==> config.mk <==
export PLATFORM = sky130hd
export DESIGN_NAME = bus_demux_1x4
export DESIGN_NICKNAME = d
export VERILOG_FILES = /design/src/rtl/bus_pkg.sv /design/src/rtl/bus_demux_1x4.sv
export SDC_FILE = /design/constraint.sdc
export NUM_CORES = 1
export LEC_CHECK = 0
export BUFFER_PORTS_ARGS = -buffer_cell sky130_fd_sc_hd__buf_2
export CAP_MARGIN = 20
export CORE_ASPECT_RATIO = 1.5
export CORE_MARGIN = 10
export CORE_UTILIZATION = 44
export CTS_BUF_LIST = sky130_fd_sc_hd__clkbuf_4 sky130_fd_sc_hd__clkbuf_8
export DETAILED_ROUTE_END_ITERATION = 12
export GPL_ROUTABILITY_DRIVEN = 0
export GPL_TIMING_DRIVEN = 1
export PLACE_DENSITY = 0.82
export SLEW_MARGIN = 5
export SYNTH_ARGS = -nofsm -noshare
export SYNTH_HDL_FRONTEND = slang
export SYNTH_SLANG_ARGS = --single-unit
export TNS_END_PERCENT = 20
==> constraint.sdc <==
create_clock -name clk -period 2.7 [get_ports clk]
set_input_delay 0.81 -clock clk [delete_from_list [all_inputs] [get_ports clk]]
set_output_delay 0.81 -clock clk [all_outputs]
set_load 0.005 [all_outputs]
==> src/rtl/bus_pkg.sv <==
// Shared definitions for the 1-to-4 bus demultiplexer: FSM state encoding
// and the default response-timeout constant.
package bus_pkg;

  typedef enum logic [1:0] {
    IDLE = 2'd0,
    REQ  = 2'd1,
    WAIT = 2'd2,
    RESP = 2'd3
  } state_e;

  localparam int TIMEOUT_DEFAULT = 255;

endpackage

==> src/rtl/bus_demux_1x4.sv <==
// 1-to-4 request demultiplexer with one outstanding transaction.
// Optional response timeout enabled by defining BUS_DEMUX_TIMEOUT_EN.
//
// Handshake: a request transfers on a rising edge where valid and ready are
// both 1; valid holds with a stable payload until then. rsp_valid is a
// single-cycle pulse and the initiator cannot stall it.
module bus_demux_1x4
  import bus_pkg::*;
#(
  parameter int N       = 32,
  parameter int SEL_HI  = 31,
  parameter int TIMEOUT = TIMEOUT_DEFAULT
) (
  input  logic           clk,
  input  logic           rst_n,
  input  logic           req_valid,
  output logic           req_ready,
  input  logic           req_we,
  input  logic [N-1:0]   req_addr,
  input  logic [N-1:0]   req_wdata,
  output logic           rsp_valid,
  output logic [N-1:0]   rsp_rdata,
  output logic           rsp_err,
  output logic [3:0]     t_valid,
  input  logic [3:0]     t_ready,
  output logic           t_we,
  output logic [N-1:0]   t_addr,
  output logic [N-1:0]   t_wdata,
  input  logic [3:0]     t_rsp_valid,
  input  logic [4*N-1:0] t_rsp_rdata,
  output logic [1:0]     dbg_state
);

  if (TIMEOUT < 1 || SEL_HI >= N || SEL_HI < 1) begin : g_bad_cfg
    $error("bus_demux_1x4: invalid TIMEOUT/SEL_HI/N combination");
  end

  state_e     state;
  logic [1:0] sel;

  assign req_ready = (state == IDLE);
  assign dbg_state = state;

`ifdef BUS_DEMUX_TIMEOUT_EN
  localparam int CW = $clog2(TIMEOUT + 1);
  logic [CW-1:0] tmo_cnt;
  logic          tmo_hit;

  // Fires on the last permitted REQ/WAIT cycle; a real response that same
  // cycle still wins.
  assign tmo_hit = (tmo_cnt == CW'(TIMEOUT - 1));

  always_ff @(posedge clk or negedge rst_n) begin
    if (!rst_n) begin
      state     <= IDLE;
      sel       <= 2'd0;
      t_valid   <= 4'b0000;
      t_we      <= 1'b0;
      t_addr    <= '0;
      t_wdata   <= '0;
      rsp_valid <= 1'b0;
      rsp_rdata <= '0;
      rsp_err   <= 1'b0;
      tmo_cnt   <= '0;
    end else begin
      case (state)
        IDLE: begin
          if (req_valid) begin
            sel     <= req_addr[SEL_HI -: 2];
            t_valid <= 4'b0001 << req_addr[SEL_HI -: 2];
            t_we    <= req_we;
            t_addr  <= req_addr;
            t_wdata <= req_wdata;
            tmo_cnt <= '0;
            state   <= REQ;
          end
        end
        REQ: begin
          tmo_cnt <= tmo_cnt + 1'b1;
          if (t_ready[sel] && t_rsp_valid[sel]) begin
            t_valid   <= 4'b0000;
            rsp_rdata <= t_rsp_rdata[sel*N +: N];
            rsp_err   <= 1'b0;
            rsp_valid <= 1'b1;
            state     <= RESP;
          end else if (tmo_hit) begin
            t_valid   <= 4'b0000;
            rsp_rdata <= '0;
            rsp_err   <= 1'b1;
            rsp_valid <= 1'b1;
            state     <= RESP;
          end else if (t_ready[sel]) begin
            t_valid <= 4'b0000;
            state   <= WAIT;
          end
        end
        WAIT: begin
          tmo_cnt <= tmo_cnt + 1'b1;
          if (t_rsp_valid[sel]) begin
            rsp_rdata <= t_rsp_rdata[sel*N +: N];
            rsp_err   <= 1'b0;
            rsp_valid <= 1'b1;
            state     <= RESP;
          end else if (tmo_hit) begin
            rsp_rdata <= '0;
            rsp_err   <= 1'b1;
            rsp_valid <= 1'b1;
            state     <= RESP;
          end
        end
        RESP: begin
          rsp_valid <= 1'b0;
          tmo_cnt   <= '0;
          state     <= IDLE;
        end
        default: state <= IDLE;
      endcase
    end
  end
`else
  assign rsp_err = 1'b0;

  always_ff @(posedge clk or negedge rst_n) begin
    if (!rst_n) begin
      state     <= IDLE;
      sel       <= 2'd0;
      t_valid   <= 4'b0000;
      t_we      <= 1'b0;
      t_addr    <= '0;
      t_wdata   <= '0;
      rsp_valid <= 1'b0;
      rsp_rdata <= '0;
    end else begin
      case (state)
        IDLE: begin
          if (req_valid) begin
            sel     <= req_addr[SEL_HI -: 2];
            t_valid <= 4'b0001 << req_addr[SEL_HI -: 2];
            t_we    <= req_we;
            t_addr  <= req_addr;
            t_wdata <= req_wdata;
            state   <= REQ;
          end
        end
        REQ: begin
          if (t_ready[sel]) begin
            t_valid <= 4'b0000;
            // Target may accept and answer in the same cycle.
            if (t_rsp_valid[sel]) begin
              rsp_rdata <= t_rsp_rdata[sel*N +: N];
              rsp_valid <= 1'b1;
              state     <= RESP;
            end else begin
              state <= WAIT;
            end
          end
        end
        WAIT: begin
          if (t_rsp_valid[sel]) begin
            rsp_rdata <= t_rsp_rdata[sel*N +: N];
            rsp_valid <= 1'b1;
            state     <= RESP;
          end
        end
        RESP: begin
          rsp_valid <= 1'b0;
          state     <= IDLE;
        end
        default: state <= IDLE;
      endcase
    end
  end
`endif

endmodule

After elaboration in Yosys (flattened, before gate mapping)
Index checks and enable logic that the tools add are counted.
{ "op_classes": {"add_sub_neg": 0, "n_mul": 0, "div_mod_pow": 0, "magnitude_cmp": 1, "n_eq_ne": 6, "n_shift": 2, "n_mux": 18, "bitwise_logic": 0, "n_reduce_logical": 9} }
{ "ops": {"columns": ["op", "n"], "rows": [
  ["$shiftx 128x8->32", 1],
  ["$mux 32", 2],
  ["$pmux 32 s2", 1],
  ["$mux 4", 2],
  ["$pmux 2 s4", 1],
  ["$pmux 4 s2", 1],
  ["$mux 2", 3],
  ["$ne 2x2->1 const B", 3],
  ["$reduce_and 2->1", 3],
  ["$reduce_and 3->1", 2],
  ["$mux 1", 5],
  ["$bmux 1 s2", 2],
  ["$eq 2x2->1 const B", 2],
  ["$reduce_bool 2->1", 2],
  ["$shl 1x2->4 const A", 1],
  ["$lt 2x3->1 const B", 1],
  ["$pmux 1 s3", 1],
  ["$reduce_bool 3->1", 1],
  ["$eq 2x1->1 const B", 1],
  ["$logic_not 2->1", 1]
]} }
{ "word_totals": {"reg_bits": 106, "latchBits": 0, "mem_bits_rw": 0, "mem_bits_ro": 0, "inputBits": 204, "out_inout_bits": 106, "wordCells": 44, "n_memories": 0} }

Longest topological paths before layout
{ "depth": {"ltp_word": 5, "ltp_mapped": 8, "depth_no_buf": 6} }

Worst setup path before layout
No wires, ideal clock.
{ "synth_timing": {"path_kind": "in2reg", "from": "in t_rsp_valid[3]", "to": "reg rsp_rdata[10]", "setup_ns": 0.125, "arrival_ns": 1.929, "t_required_ns": 2.575, "slack_ns": 0.646, "stages": 4, "cell_sequence": "mux4_2 o211a_4 buf_6 mux2_4"} }
{ "synth_via": {"elab_chain_len": 5} }
{ "synth_lines": {"columns": ["element", "line_no", "source"], "rows": [
  ["start: declaration", "bus_demux_1x4.sv:29", "input logic [3:0] t_rsp_valid,"],
  ["$bmux 1 s2 *", "bus_demux_1x4.sv:149, bus_demux_1x4.sv:159", null],
  ["$mux 1 (not written as such) *", "bus_demux_1x4.sv:149, bus_demux_1x4.sv:159", null],
  ["$mux 32 *", null, null],
  ["$mux 32", null, null],
  ["$pmux 32 s2 *", null, null],
  ["end signal: assignment", "bus_demux_1x4.sv:150", "rsp_rdata <= t_rsp_rdata[sel*N +: N];"],
  ["end signal: assignment", "bus_demux_1x4.sv:160", "rsp_rdata <= t_rsp_rdata[sel*N +: N];"],
  ["end: declaration", "bus_demux_1x4.sv:22", "output logic [N-1:0] rsp_rdata,"]
]} }
Every way passes the cells marked *; elsewhere a longest branch is shown, timed or not. The select of a mux whose other input is x is not followed.
A chain may end at the register's enable or synchronous reset.

Final worst setup path
{ "layout_timing": {"from": "reg state[1], in the netlist dbg_state[1]", "to": "reg rsp_rdata[31]"} }
{ "layout_via": {"elab_chain_len": 3, "elab_cells_between_ends": 6} }
{ "layout_lines": {"columns": ["element", "line_no", "source"], "rows": [
  ["start: declaration", "bus_demux_1x4.sv:38", "state_e state;"],
  ["start signal: assignment", "bus_demux_1x4.sv:125", "state <= IDLE;"],
  ["start signal: assignment", "bus_demux_1x4.sv:142", "state <= REQ;"],
  ["start signal: assignment", "bus_demux_1x4.sv:152", "state <= RESP;"],
  ["$eq 2x1->1 / $eq 2x2->1 (equally long branches)", "bus_demux_1x4.sv:134", "case (state)"],
  ["$ne 2x2->1 (no line) / $reduce_bool 2->1 (equally long branches)", null, null],
  ["$reduce_and 2->1 (no line)", null, null]
]} }
Several ways; a longest one is shown, not always the timed one.

==> results.md <==
* Status: finished clean
* Nets at 806
* Total power at 7.725 mW
* Max-cap check violation count at 0
* Share of layout cells above drive strength 1 at 77.41%
* Worst hold path type: primary input to asynchronous set/reset pin
* Post-DP HPWL at 13.54 mm
* Leakage at 3.469 nW
* Port bufs at 308
* Max FO, Critical Path at 32
* Vias in the first global route at 4,461
* Vias per cell at 5.160
* Hold-fix buffers at CTS at 0
* Slew @ Worst Pin at 632.1 ps
* Critical path, cell by cell: inv_1 > ha_1 > nor2b_1 > a2bb2oi_2 > o211a_4 > mux2_1
* Sequential power share at 36.6%
* Synth cell count leaders: dfrtp_1 (104), mux2_2 (66), mux4_2 (33)
* Logic gate share of total power at 51.5%
* Die width at 106.8 um
* PostCTS Resize Cnt at 0
* Pwr dens at 1126 nW/um^2
* Syn. warnings at 0
* P_int at 5.110 mW
* Final Setup Violations at 0
* Multi-input gate area at 2243 um^2
* Critical path buffers and inverters at 1
* R2R cell count at 6
* Pin count of the biggest net entering global routing at 64
* Die area at 16,050 um^2
* CTS Buf Count at 9
* Max frequency at 0.4236 GHz
* Reg2reg start: dbg_state[1]$_DFFE_PN0P_
* Clock Tree Buf Depth at 2
* GRT overflow at 0
* Critical Path Start: dbg_state[1]$_DFFE_PN0P_
* Die Y at 150.3 um
* Most frequent cell after synthesis: dfrtp_1
* Remaining DRCs at 0
* Final WL at 15.84 mm
* Pins Over Slew Limit at 0
* Initial Util at 45.02%
* Slowest-stage cell, CP: o211a_4
* P_sw at 2.615 mW
* Root Buffer: clkbuf_8
* CP max stage delay at 630 ps
* Initial antenna violation count at 0
* Setup Fix Bufs, Post-CTS at 0
* Share of the synthesized area in the top cell type at 52.29%
* Drt pass-1 iters at 4
* Skew-Pair Late Insertion Delay at 370 ps
* Via Count at 3,865
* Final Core Density at 62.05%
* GRT Resource Usage Total at 19.31%
* Fillers at 921
* Worst EP required at 2950 ps
* Top delay family on crit path: compound AO/OA/AOI/OAI gates
* Crit path capture type: register
* WP depth at 6
* Register area at 2604 um^2
* Synth Flop Type: dfrtp_1
* EDFF count, synth at 0
* Avg WL per Cell at 21.15 um
* CP Launch Type: register
* Seq/Total Area, Yosys at 52.29%
* Worst Path Arrival at 2610 ps
* CP Class: register to register
* First-pass GRT wire length at 23.88 mm
* Final ANT Viol Nets at 0
* Largest cells by area after synthesis: dfrtp_1 (52%), mux2_2 (15%), mux4_2 (15%)
* # H-tree levels at 3
* Syn nets at 499
* Clock power frac at 11.9%
* I/O pins at 310
* Synth async-reset ratio at 100.0%
* Fin cells at 749
* Final Hold Violating Endpoints at 0
* Switching part of the total at 33.85%
* Mean area per synthesized cell at 17.16 um^2
* Setup TNS at 0 ps
* DP Cell Count at 733
* RSZ-0062 raised after global routing: no
* P&R area growth vs syn at 37.83%
* Syn Inst Count at 290
* #FFs+latches synth at 104
* Clock Sink Count at 104
* 1st-iter DRT viols at 59
* Max_slew headroom at 57.86%
* Layout Skew at 11.37 ps
* Peak supply drop at 0.0009620 V
* CTS tree: built
* Core box area at 11,060 um^2
* Mapped Area at 4977 um^2
* Rows at 47
* Tcrit/Tclk final at 87.43%
* Distinct cells, synth at 26
* Clk slew on worst S/H paths at 110 ps
* Min Tclk post-route at 2361 ps
* Diodes inserted at 0
* Cell accounting for the most synthesized area: dfrtp_1
-- flip-flops by register name, indices dropped and copies added (netlist names) --
signal     cells
dbg_state      2
rsp_rdata     32
rsp_valid      1
sel            1
t_addr        31
t_valid        4
t_wdata       32
t_we           1
-- power by group through the flow --
stage               Sequential [mW]  Combinational [mW]  Clock, mW
floorplan                      2.86                2.49          0
global placement               2.80                3.89          0
detailed placement             2.86                4.07          0
CTS                            2.84                4.08      0.946
global route                   2.92                4.33       1.01
finish                         2.83                3.98      0.915
-- worst paths after layout --
path                                             end  slack [ps]
max                        rsp_rdata[31]$_DFFE_PN0P_         340
min                          t_wdata[25]$_DFFE_PN0P_         330
max reg2reg                rsp_rdata[31]$_DFFE_PN0P_         340
min reg2reg                   t_valid[0]$_DFFE_PN0P_         490
max in group asynchronous     t_addr[30]$_DFFE_PN0P_        1720
min in group clk              t_valid[0]$_DFFE_PN0P_         490
-- layer usage --
metal	part of all wire, %	track usage [%]
met3	9.3	7.403
met4	2.1	7.473
met1	34	18.39
met2	55	36.13
met5	0	0
-- cell usage in the layout, fill, tap and decap left out --
cell type and count:
a2bb2oi_2 1, nand2_1 2, buf_4 7, nor3_1 1, nand2b_1 3, a2bb2oi_1 1, buf_2 307, a31oi_1 2
a21boi_2 1, clkinv_2 1, inv_1 3, nor2b_1 1, ha_1 5, clkbuf_8 10, nand2_2 1, clkinv_4 2
conb_1 1, mux2_1 7, dfrtp_2 1, nor3b_1 2, o211a_4 1, buf_12 2, inv_6 2, inv_8 1
o2111ai_1 1, dfrtp_1 103, mux2_4 30, and3b_1 1, mux2i_1 1, mux2_2 66, mux4_2 33, nand3_1 2
-- cells by family (layout without fill, tap and decap cells) --
kind of cell | count (synthesis) | count (layout) | synth area share (%)
buf+inv | 23 | 335 | 2.690
compound gates | 7 | 7 | 1.483
other cells | 1 | 1 | 0.07534
simple gates | 13 | 13 | 1.508
fa+ha+maj | 5 | 5 | 1.257
mux | 137 | 137 | 40.70
flops | 104 | 104 | 52.29
-- area by class of cell --
type	count	area share [%]
flip-flops and latches	104	37.95
well taps	147	2.681
clock buffers	10	2.006
inverters	3	0.1641
clock inverters	6	0.7478
repair buffers	316	23.75
multi-input cells	163	32.70
-- per-stage QoR --
| stage | worst slack, ps | hold WS (ps) | area [um^2] |
|---|---|---|---|
| final | 339.5 | 330.7 | 6860 |
| after global routing | 189.9 | 327.0 | 6860 |
| after CTS | 300.3 | 328.1 | 6860 |
| after detailed placement | 206.5 | 471.6 | 6671 |
| after global placement | 281.1 | 466.5 | 6671 |
| after floorplan | 646.3 | 482.8 | 4977 |
Power figures use the tool's default switching activity.
